$ cat src/rtl/mux8way_rr_arbiter.sv
// -----------------------------------------------------------------------------
// mux8way_rr_arbiter
//
// Merges eight valid/ready source channels onto one registered output channel
// using round-robin arbitration. The output carries the winning word and the
// 3-bit index of the channel it came from, so a downstream 8-way demux can
// route the word back to its origin.
//
// The output register is a two-state (EMPTY/FULL) stage. It accepts a new word
// whenever it is empty or is draining this cycle, which gives one word per cycle.
//
// Parameters:
//   WIDTH      data word width per channel
//
// Ports:
//   clk        rising-edge clock
//   reset      asynchronous, active-high reset
//   in_valid   [7:0]        bit k: channel k presents a word
//   in_data    [8*WIDTH-1:0] channel k word at bits [k*WIDTH +: WIDTH]
//   in_last    [7:0]        bit k: channel k's word ends its packet
//                           (present only with ARB_LOCK_EN)
//   in_ready   [7:0]        bit k: channel k word accepted this cycle (comb)
//   out_valid               output register holds a word
//   out_data   [WIDTH-1:0]  registered word
//   out_sel    [2:0]        index of the channel that supplied out_data
//   out_ready               consumer accepts the output word this cycle
//
// Optional feature (macro ARB_LOCK_EN):
//   Adds in_last. A grant whose word is not the last of its packet locks the
//   arbiter to that channel until a word with in_last set is accepted.
// -----------------------------------------------------------------------------
module mux8way_rr_arbiter #(
    parameter int WIDTH = 16
) (
    input  logic                 clk,
    input  logic                 reset,
    input  logic [7:0]           in_valid,
    input  logic [8*WIDTH-1:0]   in_data,
`ifdef ARB_LOCK_EN
    input  logic [7:0]           in_last,
`endif
    output logic [7:0]           in_ready,
    output logic                 out_valid,
    output logic [WIDTH-1:0]     out_data,
    output logic [2:0]           out_sel,
    input  logic                 out_ready
);

    typedef enum logic {
        EMPTY = 1'b0,
        FULL  = 1'b1
    } state_t;

    state_t             state_q, state_d;
    logic [2:0]         ptr_q, ptr_d;
    logic [WIDTH-1:0]   data_q, data_d;
    logic [2:0]         sel_q, sel_d;
`ifdef ARB_LOCK_EN
    logic               lock_q, lock_d;
`endif

    logic               load_en;
    logic [7:0]         elig;
    logic               gnt_any;
    logic [2:0]         gnt_idx;
    logic [2:0]         scan_idx;
    logic               take;

    assign load_en = (state_q == EMPTY) | out_ready;

    // While locked, ptr_q still points at the owning channel, so masking the
    // requests down to that one bit keeps every other channel out.
`ifdef ARB_LOCK_EN
    assign elig = lock_q ? (in_valid & (8'b1 << ptr_q)) : in_valid;
`else
    assign elig = in_valid;
`endif

    // Scan from the farthest offset back towards ptr_q so the last hit written
    // is the one closest to the pointer, i.e. the round-robin winner.
    always_comb begin
        gnt_any  = 1'b0;
        gnt_idx  = ptr_q;
        scan_idx = ptr_q;
        for (int i = 7; i >= 0; i--) begin
            scan_idx = ptr_q + 3'(i);
            if (elig[scan_idx]) begin
                gnt_any = 1'b1;
                gnt_idx = scan_idx;
            end
        end
    end

    // Reset gates the handshake combinationally so no source sees a grant
    // while the register is being cleared.
    assign take     = load_en & gnt_any & ~reset;
    assign in_ready = take ? (8'b1 << gnt_idx) : 8'h00;

    // State register
    always_ff @(posedge clk or posedge reset) begin
        if (reset) begin
            state_q <= EMPTY;
            ptr_q   <= 3'd0;
            data_q  <= '0;
            sel_q   <= 3'd0;
`ifdef ARB_LOCK_EN
            lock_q  <= 1'b0;
`endif
        end else begin
            state_q <= state_d;
            ptr_q   <= ptr_d;
            data_q  <= data_d;
            sel_q   <= sel_d;
`ifdef ARB_LOCK_EN
            lock_q  <= lock_d;
`endif
        end
    end

    // Next-state logic
    always_comb begin
        state_d = state_q;
        ptr_d   = ptr_q;
        data_d  = data_q;
        sel_d   = sel_q;
`ifdef ARB_LOCK_EN
        lock_d  = lock_q;
`endif
        case (state_q)
            EMPTY: begin
                if (take) state_d = FULL;
            end
            FULL: begin
                if (take)           state_d = FULL;
                else if (out_ready) state_d = EMPTY;
            end
            default: state_d = EMPTY;
        endcase

        if (take) begin
            data_d = in_data[gnt_idx*WIDTH +: WIDTH];
            sel_d  = gnt_idx;
            ptr_d  = gnt_idx + 3'd1;
`ifdef ARB_LOCK_EN
            // A mid-packet grant parks the pointer on the owner; the rotation
            // happens only when the packet's last word goes through.
            if (in_last[gnt_idx]) begin
                lock_d = 1'b0;
            end else begin
                lock_d = 1'b1;
                ptr_d  = gnt_idx;
            end
`endif
        end
    end

    // Output logic
    always_comb begin
        out_valid = (state_q == FULL);
        out_data  = data_q;
        out_sel   = sel_q;
    end

endmodule

$ cat config.mk
export PLATFORM = sky130hd
export DESIGN_NAME = mux8way_rr_arbiter
export DESIGN_NICKNAME = d
export VERILOG_FILES = /design/src/rtl/mux8way_rr_arbiter.sv
export SDC_FILE = /design/constraint.sdc
export NUM_CORES = 1
export LEC_CHECK = 0
export BUFFER_PORTS_ARGS = -buffer_cell sky130_fd_sc_hd__buf_2
export CORE_MARGIN = 2
export CORE_UTILIZATION = 30
export DETAILED_ROUTE_END_ITERATION = 6
export GPL_TIMING_DRIVEN = 1
export PLACE_DENSITY = 0.53
export SLEW_MARGIN = 30
export SYNTH_ARGS = -nofsm -noshare
export SYNTH_HDL_FRONTEND = slang
export SYNTH_SLANG_ARGS = --single-unit
$ cat constraint.sdc
create_clock -name clk -period 6.5 [get_ports clk]
set_clock_uncertainty 0.05 [all_clocks]
set_input_delay 1.95 -clock clk [delete_from_list [all_inputs] [get_ports clk]]
set_output_delay 1.95 -clock clk [all_outputs]
set_load 0.05 [all_outputs]
==> flow_summary.ini, run 1 <==
[route]
num_vias = 4414
vias_per_cell = 5.71
avgRoutedWirePerCell_um = 18.5
drc = 0
firstDrtPassIters = 7
wl_um = 14300
drtAntennaViolNets = 0
drt-initial-drc-count = 405

[floorplan]
die_area_mm2 = 0.0133
coreArea_mm2 = 0.0121
die_h_um = 115
start_util_pct = 30.7
rows = 40
die_w_um = 115
ios = 167

[synthesis]
yosysMostFrequentCell = nand2_1
yosys_warnings = 0
synth_top_area_cell = dfrtp_1
synth_enable_flop_cells = 0
synthTopCellsByCount = nand2_1, o21a_1, a2111oi_0, clkbuf_1, nor3_1
ys_seq_area_share_pct = 15.5
synth_ff_type = dfrtp_1
synth_cells = 456
synthArstFlopShare_pct = 100
synth.cell_area_mm2 = 0.00371
synth-seq-cells = 23
synth_cell_types = 59
netlist.area_leader.share_pct = 15.5
syn_avg_cell_area_um2 = 8.13
yosys-top-cells-area = dfrtp_1, o21a_1, nand2_1
synth_nets = 599

[worst_setup_path]
start_kind = input pin
arrival_ps = 4380
crit_required_ps = 4500
critPathMaxStageDelay_ps = 540
slowest_stage = mux4_2
critPathKind = in2out
path_cells = buf_2 > mux4_2 > mux2_2 > a221o_1 > buf_4 > a21oi_4 > nor3_4 > or2_4 > nor3_4 > buf_2
critPathBufInv = 3
end_kind = primary output
cp_top_family = multiplexers
worstPathMaxFanout = 7

[sta]
worstMarginPinSlew_ps = 723
max_freq_ghz = 0.157
period_share_pct = 98.2
final_hold_viol_count = 0
max_slew_margin_pct = 51.7
period_needed_ps = 6380
grt_setup_unrepaired = no
finalSetupViolCount = 0
slew_violations = 0

[grt]
grt_overflow = 0
grt_pass1_wl_um = 22000
antenna_found_initial = 0
grt_start_max_net_pins = 65
grt_usage_pct = 20.7
grt_pass1_vias = 4114

[cts]
clk_pin_slew_ps = 70
h-tree-depth = 1
numCtsBuffers = 3
cts_tree = built
cts-resized-gates = 5
root_buffer = clkbuf_16
holdBufCountCts = 0
clockBufferDepth = 2
clk-insertion-delay-late_ps = 260
cts_setup_buffers = 0
clock-sinks = 23

[flow_run]
cap_violations = 0

[placed_design]
gp_congestion = 0.907
dp_hpwl_um = 10800
io_buffer_count = 166

[final_layout]
area_delta_synth_final_pct = 32.8
drive_gt1_share_pct = 42.1
n_antenna_cell = 0
post-route-util_pct = 40.8
n_fill_cell = 1231
finalNetCount = 749

[status]
outcome = finished, final reports clean

[worst_hold_path]
hp-class = reg2reg
state kept, by name (all words and copies together) (netlist names):
signal / flops
ptr_q: 3
out_data: 16
out_valid: 1
out_sel: 3
kinds of logic (layout without fill, tap and decap cells):
| logic type | Yosys count | after routing | share of synthesized area [%] |
|---|---|---|---|
| XOR/XNOR | 4 | 4 | 0.945 |
| multiplexers | 35 | 35 | 13.9 |
| AO/OA/AOI/OAI | 181 | 181 | 41.3 |
| AND/OR/NAND/NOR | 144 | 144 | 18.3 |
| flip-flops | 23 | 23 | 15.5 |
| buffers and inverters | 65 | 214 | 8.74 |
| adder cells (fa/ha/maj) | 4 | 4 | 1.35 |
cell type report:
class                           instances  area [µm²]  share of cell area, %
Sequential cell                        23         576                   11.7
Multi-Input combinational cell        368        2930                   59.5
Clock inverter                          1        5.00                  0.102
Tap cell                              168         210                   4.27
Clock buffer                            3        75.1                   1.53
Inverter                               11        41.3                  0.839
Timing Repair Buffer                  199        1090                   22.1
layer usage:
layer  share of wire, %  vias to the layer above  GRT usage (%)
met5                  0                        -              0
met4                1.3                        0           4.26
met3                6.3                       16           2.69
met2                 45                      170           31.9
met1                 47                     2112           31.0
li1                   -                     2116              -
worst reg2reg max path, stage by stage, from the launching register on:
cell and delay [ps]:
dfrtp_1 340, buf_4 460, ha_1 450, xnor2_1 240, mux4_2 360, mux2i_1 220, buf_4 190, a21o_1 180
a21oi_4 80, buf_4 160, buf_4 320, o21a_1 260, a2111oi_0 590, o41ai_1 140
worst paths after layout:
| check | start | to | slack [ps] | cells past startpoint |
|---|---|---|---|---|
| max in group asynchronous | reset | out_data[10]$_DFFE_PP0P_ | 4320 | 2 |
| worst min register to register | out_data[7]$_DFFE_PP0P_ | out_data[7]$_DFFE_PP0P_ | 420 | 2 |
| worst max register to register | ptr_q[0]$_DFFE_PP0P_ | out_data[4]$_DFFE_PP0P_ | 2330 | 13 |
| worst min-delay path | out_data[7]$_DFFE_PP0P_ | out_data[7]$_DFFE_PP0P_ | 420 | 2 |
| min in group asynchronous | reset | out_data[9]$_DFFE_PP0P_ | 1720 | 2 |
| worst max-delay path | in_valid[5] | in_ready[4] | 120 | 10 |
through the flow:
stage          setup slack [ps]  instance area [µm²]  std cells  hold slack [ps]  TNS (ps)
2_1_floorplan              2.95                 3800        456              698         0
3_3_place_gp               11.1                 4810        769              404         0
3_5_place_dp              -24.4                 4810        769              406     -39.6
4_1_cts                    12.6                 4910        773              422         0
5_1_grt                    7.85                 4920        773              446         0
6_report                    115                 4920        773              420         0
layout by cell type, fill, tap and decap left out, types with 3 or more instances in the layout:
cell       instances
buf_2            163
a311o_1           16
o21a_1            48
mux2_2            12
a21o_1             3
or2_4              3
xnor2_1            4
o32ai_1           16
a22oi_1           18
nor3_4             7
o21ai_0            3
dfrtp_1           23
a2111oi_0         31
nor2_1             6
ha_1               4
buf_4             36
mux2i_1           11
o41ai_1           15
nor3_1            19
nor2_2             3
inv_1             10
mux4_2            12
and2_1             3
nor3b_1           16
nand2_1           77
clkbuf_16          3
Power of run 1 is not shown: default switching activity piles up to over one toggle a cycle in this logic, so the estimate is an artifact.
==> inputs of run 2 (changes only) <==
--- a/config.mk
+++ b/config.mk
@@ -5,12 +5,13 @@
 export SDC_FILE = /design/constraint.sdc
 export NUM_CORES = 1
 export LEC_CHECK = 0
+export ABC_AREA = 1
 export BUFFER_PORTS_ARGS = -buffer_cell sky130_fd_sc_hd__buf_2
 export CORE_MARGIN = 2
 export CORE_UTILIZATION = 30
 export DETAILED_ROUTE_END_ITERATION = 6
 export GPL_TIMING_DRIVEN = 1
-export PLACE_DENSITY = 0.53
+export PLACE_DENSITY = 0.55
 export SLEW_MARGIN = 30
 export SYNTH_ARGS = -nofsm -noshare
 export SYNTH_HDL_FRONTEND = slang
==> run 2 against run 1 <==
Against the previous run: area after synthesis down 16%; routed wire length fell by 23%; sequential share of layout area up 3.0 points; critical path type unchanged; critical endpoint is now in_ready[2]; largest cell class unchanged.
==> flow_summary.ini, run 2 <==
[status]
outcome = finished, final reports clean

[cts]
clk-insertion-delay-late_ps = 260
numCtsBuffers = 3
root_buffer = clkbuf_8
cts-resized-gates = 0
clk_pin_slew_ps = 80
clock-sinks = 23
holdBufCountCts = 0
cts_setup_buffers = 0
cts_tree = built
clockBufferDepth = 2
h-tree-depth = 1

[sta]
max_slew_margin_pct = 52.8
slew_violations = 0
finalSetupTns_ps = 0
period_needed_ps = 6120
max_freq_ghz = 0.163
grt_setup_unrepaired = no
final_hold_viol_count = 0
worstMarginPinSlew_ps = 708
finalSetupViolCount = 0
period_share_pct = 94.2

[synthesis]
synth_cells = 575
synth-seq-cells = 23
synth_compound_area_share_pct = 2.58
netlist.area_leader.share_pct = 39.5
synth_cell_types = 25
synth_top_family_by_area = simple AND/OR/NAND/NOR gates
synthMuxAreaShare_pct = 0
yosys-top-cells-area = nand2_1, nand3_1, dfrtp_1
synth_enable_flop_cells = 0
synth_top_area_cell = nand2_1
synth-xor-area-share_pct = 1.13
yosysMostFrequentCell = nand2_1
synthArstFlopShare_pct = 100
synthTopCellsByCount = nand2_1, nand3_1, dfrtp_1, inv_1, buf_4
synth.cell_area_mm2 = 0.00310
ys_seq_area_share_pct = 18.5
synth_nets = 718
syn_avg_cell_area_um2 = 5.40
synth_fa_ha_area_share_pct = 1.61
synth_ff_type = dfrtp_1
yosys_warnings = 0
synthSimpleGateAreaFrac_pct = 63.6

[grt]
grt_pass1_vias = 3823
grt_start_max_net_pins = 65
grt_usage_pct = 19.1
grt_overflow = 0
grt_pass1_wl_um = 17700
antenna_found_initial = 0

[route]
firstDrtPassIters = 5
drtAntennaViolNets = 0
drc = 0
num_vias = 4011
vias_per_cell = 4.69
avgRoutedWirePerCell_um = 12.8
drt-initial-drc-count = 245
wl_um = 10900

[placed_design]
io_buffer_count = 166
dp_hpwl_um = 8720
gp_congestion = 0.831
post-place-cells = 852

[worst_setup_path]
crit_required_ps = 4500
path_cells = buf_2 > nand2_1 > nand3_1 > nand3_1 > nand2_1 > nand3_1 > nand3_1 > nand3_1 > nand3_1 > nand2_1 > nand2_1 > nand2_1 > nand2_2 > nor2_2 > inv_1 > nor2_1 > buf_2
critPathKind = in2out
setup.worst_path.start = in_valid[6]
arrival_ps = 4120
start_kind = input pin
end_kind = primary output
timing.rr.start = ptr_q[1]$_DFFE_PP0P_
cp_common_cell = nand3_1
slowest_stage = nor2_2
worstPathMaxFanout = 17
critPathMaxStageDelay_ps = 550

[final_layout]
area_delta_synth_final_pct = 26.5
final_cell_mix = nand2_1, buf_2, nand3_1, dfrtp_1, inv_1
finalNetCount = 864
fin_cells = 856
drive_gt1_share_pct = 27.8
final_common_cell = nand2_1
n_antenna_cell = 0
largest_reg_flops = 16

[floorplan]
start_util_pct = 30.5
coreArea_mm2 = 0.0102
die_h_um = 106
rows = 37
die_area_mm2 = 0.0112
ios = 167
die_w_um = 106

[worst_hold_path]
hp-class = reg2reg
hold_path_startpoint = out_sel[2]$_DFFE_PP0P_

[flow_run]
cap_violations = 0
[run 2: layer usage]
| layer | up-vias | track usage (%) | routed length, µm |
|---|---|---|---|
| li1 | 2105 | - | - |
| met2 | 145 | 32.6 | 5180 |
| met1 | 1753 | 26.2 | 5040 |
| met4 | 0 | 2.73 | 58 |
| met3 | 8 | 2.72 | 665 |
| met5 | - | 0 | 0 |
[run 2: layout make-up]
type                       instances  area, µm²
tap                              136        170
timing repair buffer             175        898
inverter                          26       97.6
multi-input combinational        492       2140
sequential                        23        576
clock buffer                       4       45.0
fill                            1205       6260
[run 2: kinds of logic after synthesis]
kind of cell             Yosys count
buffers and inverters             60
XOR/XNOR                           4
AO/OA/AOI/OAI                     13
flip-flops                        23
adder cells (fa/ha/maj)            4
AND/OR/NAND/NOR                  471
[run 2: worst max-delay path: cells and delay by family]
kind	cells	cell delay, ps
simple gates	14	1600
buf+inv	3	560
[run 2: path summary, 6_finish.rpt]
path	depth (start not counted)	end	slack, ps
worst min-delay path	2	out_sel[2]$_DFFE_PP0P_	440
min in group asynchronous	3	out_data[0]$_DFFE_PP0P_	1730
worst min register to register	2	out_sel[2]$_DFFE_PP0P_	440
worst max register to register	20	out_data[0]$_DFFE_PP0P_	2810
worst max-delay path	17	in_ready[2]	380
max in group asynchronous	3	ptr_q[2]$_DFFE_PP0P_	4420
[run 2: stage by stage]
step	instance area, µm²	hold slack (ps)	worst slack [ps]	util (%)
2_1_floorplan	3100	595	485	-
3_3_place_gp	3880	413	467	38.1
3_5_place_dp	3880	419	419	38.1
4_1_cts	3930	440	414	38.6
5_1_grt	3930	469	117	38.6
6_report	3930	439	379	38.6
Power of run 2 is left out for the same reason.
==> inputs of run 3 (changes only) <==
==> constraint.sdc (replaced) <==
create_clock -name clk -period 6.5 [get_ports clk]
set_clock_uncertainty 0.05 [all_clocks]
set_input_delay 1.95 -clock clk [delete_from_list [all_inputs] [get_ports clk]]
set_output_delay 1.95 -clock clk [all_outputs]
set_load 0.01 [all_outputs]
==> run 3 against run 2 <==
Against the previous run: clock-buffer cell count stayed put; sequential cell count stayed put; critical path depth is 1 higher; via count is 0.70% higher; critical endpoint is now in_ready[7]; die area stayed put; utilization is 0.074 points lower; non-clock buffer count is 1 lower; largest cell class unchanged; highest routed layer unchanged.
==> flow_summary.ini, run 3 (same netlist as run 2, synthesis figures left out) <==
[status]
outcome = finished, final reports clean

[grt]
antenna_found_initial = 0
grt_start_max_net_pins = 65
grt_pass1_vias = 3804
grt_usage_pct = 19.0
grt_overflow = 0
grt_pass1_wl_um = 17700

[final_layout]
largest_reg_flops = 16
drive_gt1_share_pct = 27.7
final_cell_mix = nand2_1, buf_2, nand3_1, dfrtp_1, inv_1
fin_cells = 855
regArea_um2 = 576
finalNetCount = 863
multiInputGateArea_mm2 = 0.00214
n_antenna_cell = 0
fin_area_mm2 = 0.00392
area_delta_synth_final_pct = 26.3
final_common_cell = nand2_1
n_fill_cell = 1220

[route]
wl_um = 10900
drtAntennaViolNets = 0
avgRoutedWirePerCell_um = 12.7
firstDrtPassIters = 4
drt-initial-drc-count = 328
num_vias = 4039
drc = 0
vias_per_cell = 4.72

[cts]
root_buffer = clkbuf_8
clockBufferDepth = 2
cts_setup_buffers = 0
h-tree-depth = 1
holdBufCountCts = 0
clk-insertion-delay-late_ps = 260
clk_pin_slew_ps = 80
numCtsBuffers = 3
clock-sinks = 23
cts_tree = built
cts-resized-gates = 0

[floorplan]
ios = 167
rows = 37
die_h_um = 106
start_util_pct = 30.5
die_area_mm2 = 0.0112
die_w_um = 106
coreArea_mm2 = 0.0102

[worst_setup_path]
critPathKind = in2out
cp_common_cell = nand2_1
critPathBufInv = 4
end_kind = primary output
critPathMaxStageDelay_ps = 300
slowest_stage = nand2_4
crit_required_ps = 4500
cp_top_family = simple AND/OR/NAND/NOR gates
start_kind = input pin
arrival_ps = 3940
worstPathMaxFanout = 36
path_cells = buf_2 > nand2_1 > nand3_1 > nand3_1 > nand2_1 > nand2_1 > nand3_1 > nand2_1 > nand2_2 > nand2_1 > nand2_2 > nand2_4 > nand2_1 > inv_1 > ha_1 > inv_1 > nor2_1 > buf_2

[sta]
period_needed_ps = 5940
finalSetupTns_ps = 0
slew_violations = 0
max_slew_margin_pct = 52.5
setup_slack_ps = 561
final_hold_viol_count = 0
worstMarginPinSlew_ps = 712
period_share_pct = 91.4
grt_setup_unrepaired = no
finalSetupViolCount = 0
max_freq_ghz = 0.168

[flow_run]
cap_violations = 0

[worst_hold_path]
hp-class = reg2reg

[placed_design]
post-place-cells = 851
gp_congestion = 0.907
dp_hpwl_um = 8720
pre_cts_slack_ps = 557
io_buffer_count = 166
placed_area_mm2 = 0.00387
==> run 3: final cells by class <==
cell class	count	share of cell area, %
timing repair buffer	174	22.7
inverter	26	2.49
tap	136	4.34
clock buffer	4	1.15
sequential	23	14.7
multi-input combinational	492	54.6
==> run 3: metal layers <==
metal	GRT usage (%)	vias to the layer above	wire, µm
met5	0	-	0
met4	1.88	0	40
met3	2.60	4	643
met2	32.8	145	5200
met1	26.2	1788	4960
li1	-	2102	-
==> run 3: tightest hold or removal path, cell delays in order (launching register included) <==
cell	delay (ps)
dfrtp_1	350
nand2_1	50
nand2_1	50
==> run 3: through the flow <==
step | hold WS (ps) | util (%)
final | 429 | 38.5
after global routing | 468 | 38.5
after CTS | 434 | 38.5
after detailed placement | 412 | 38.0
after global placement | 416 | 38.0
after floorplan | 466 | -
==> run 3: worst paths after layout <==
check	from	depth (start not counted)	slack [ps]	endpoint
setup / recovery	in_valid[1]	18	560	in_ready[7]
hold / removal	out_sel[2]$_DFFE_PP0P_	2	430	out_sel[2]$_DFFE_PP0P_
setup reg to reg	ptr_q[1]$_DFFE_PP0P_	21	2790	out_data[2]$_DFFE_PP0P_
hold reg to reg	out_sel[2]$_DFFE_PP0P_	2	430	out_sel[2]$_DFFE_PP0P_
max in group asynchronous	reset	3	4410	ptr_q[2]$_DFFE_PP0P_
min in group asynchronous	reset	3	1740	out_valid$_DFF_PP0_
Power of run 3 is left out for the same reason.
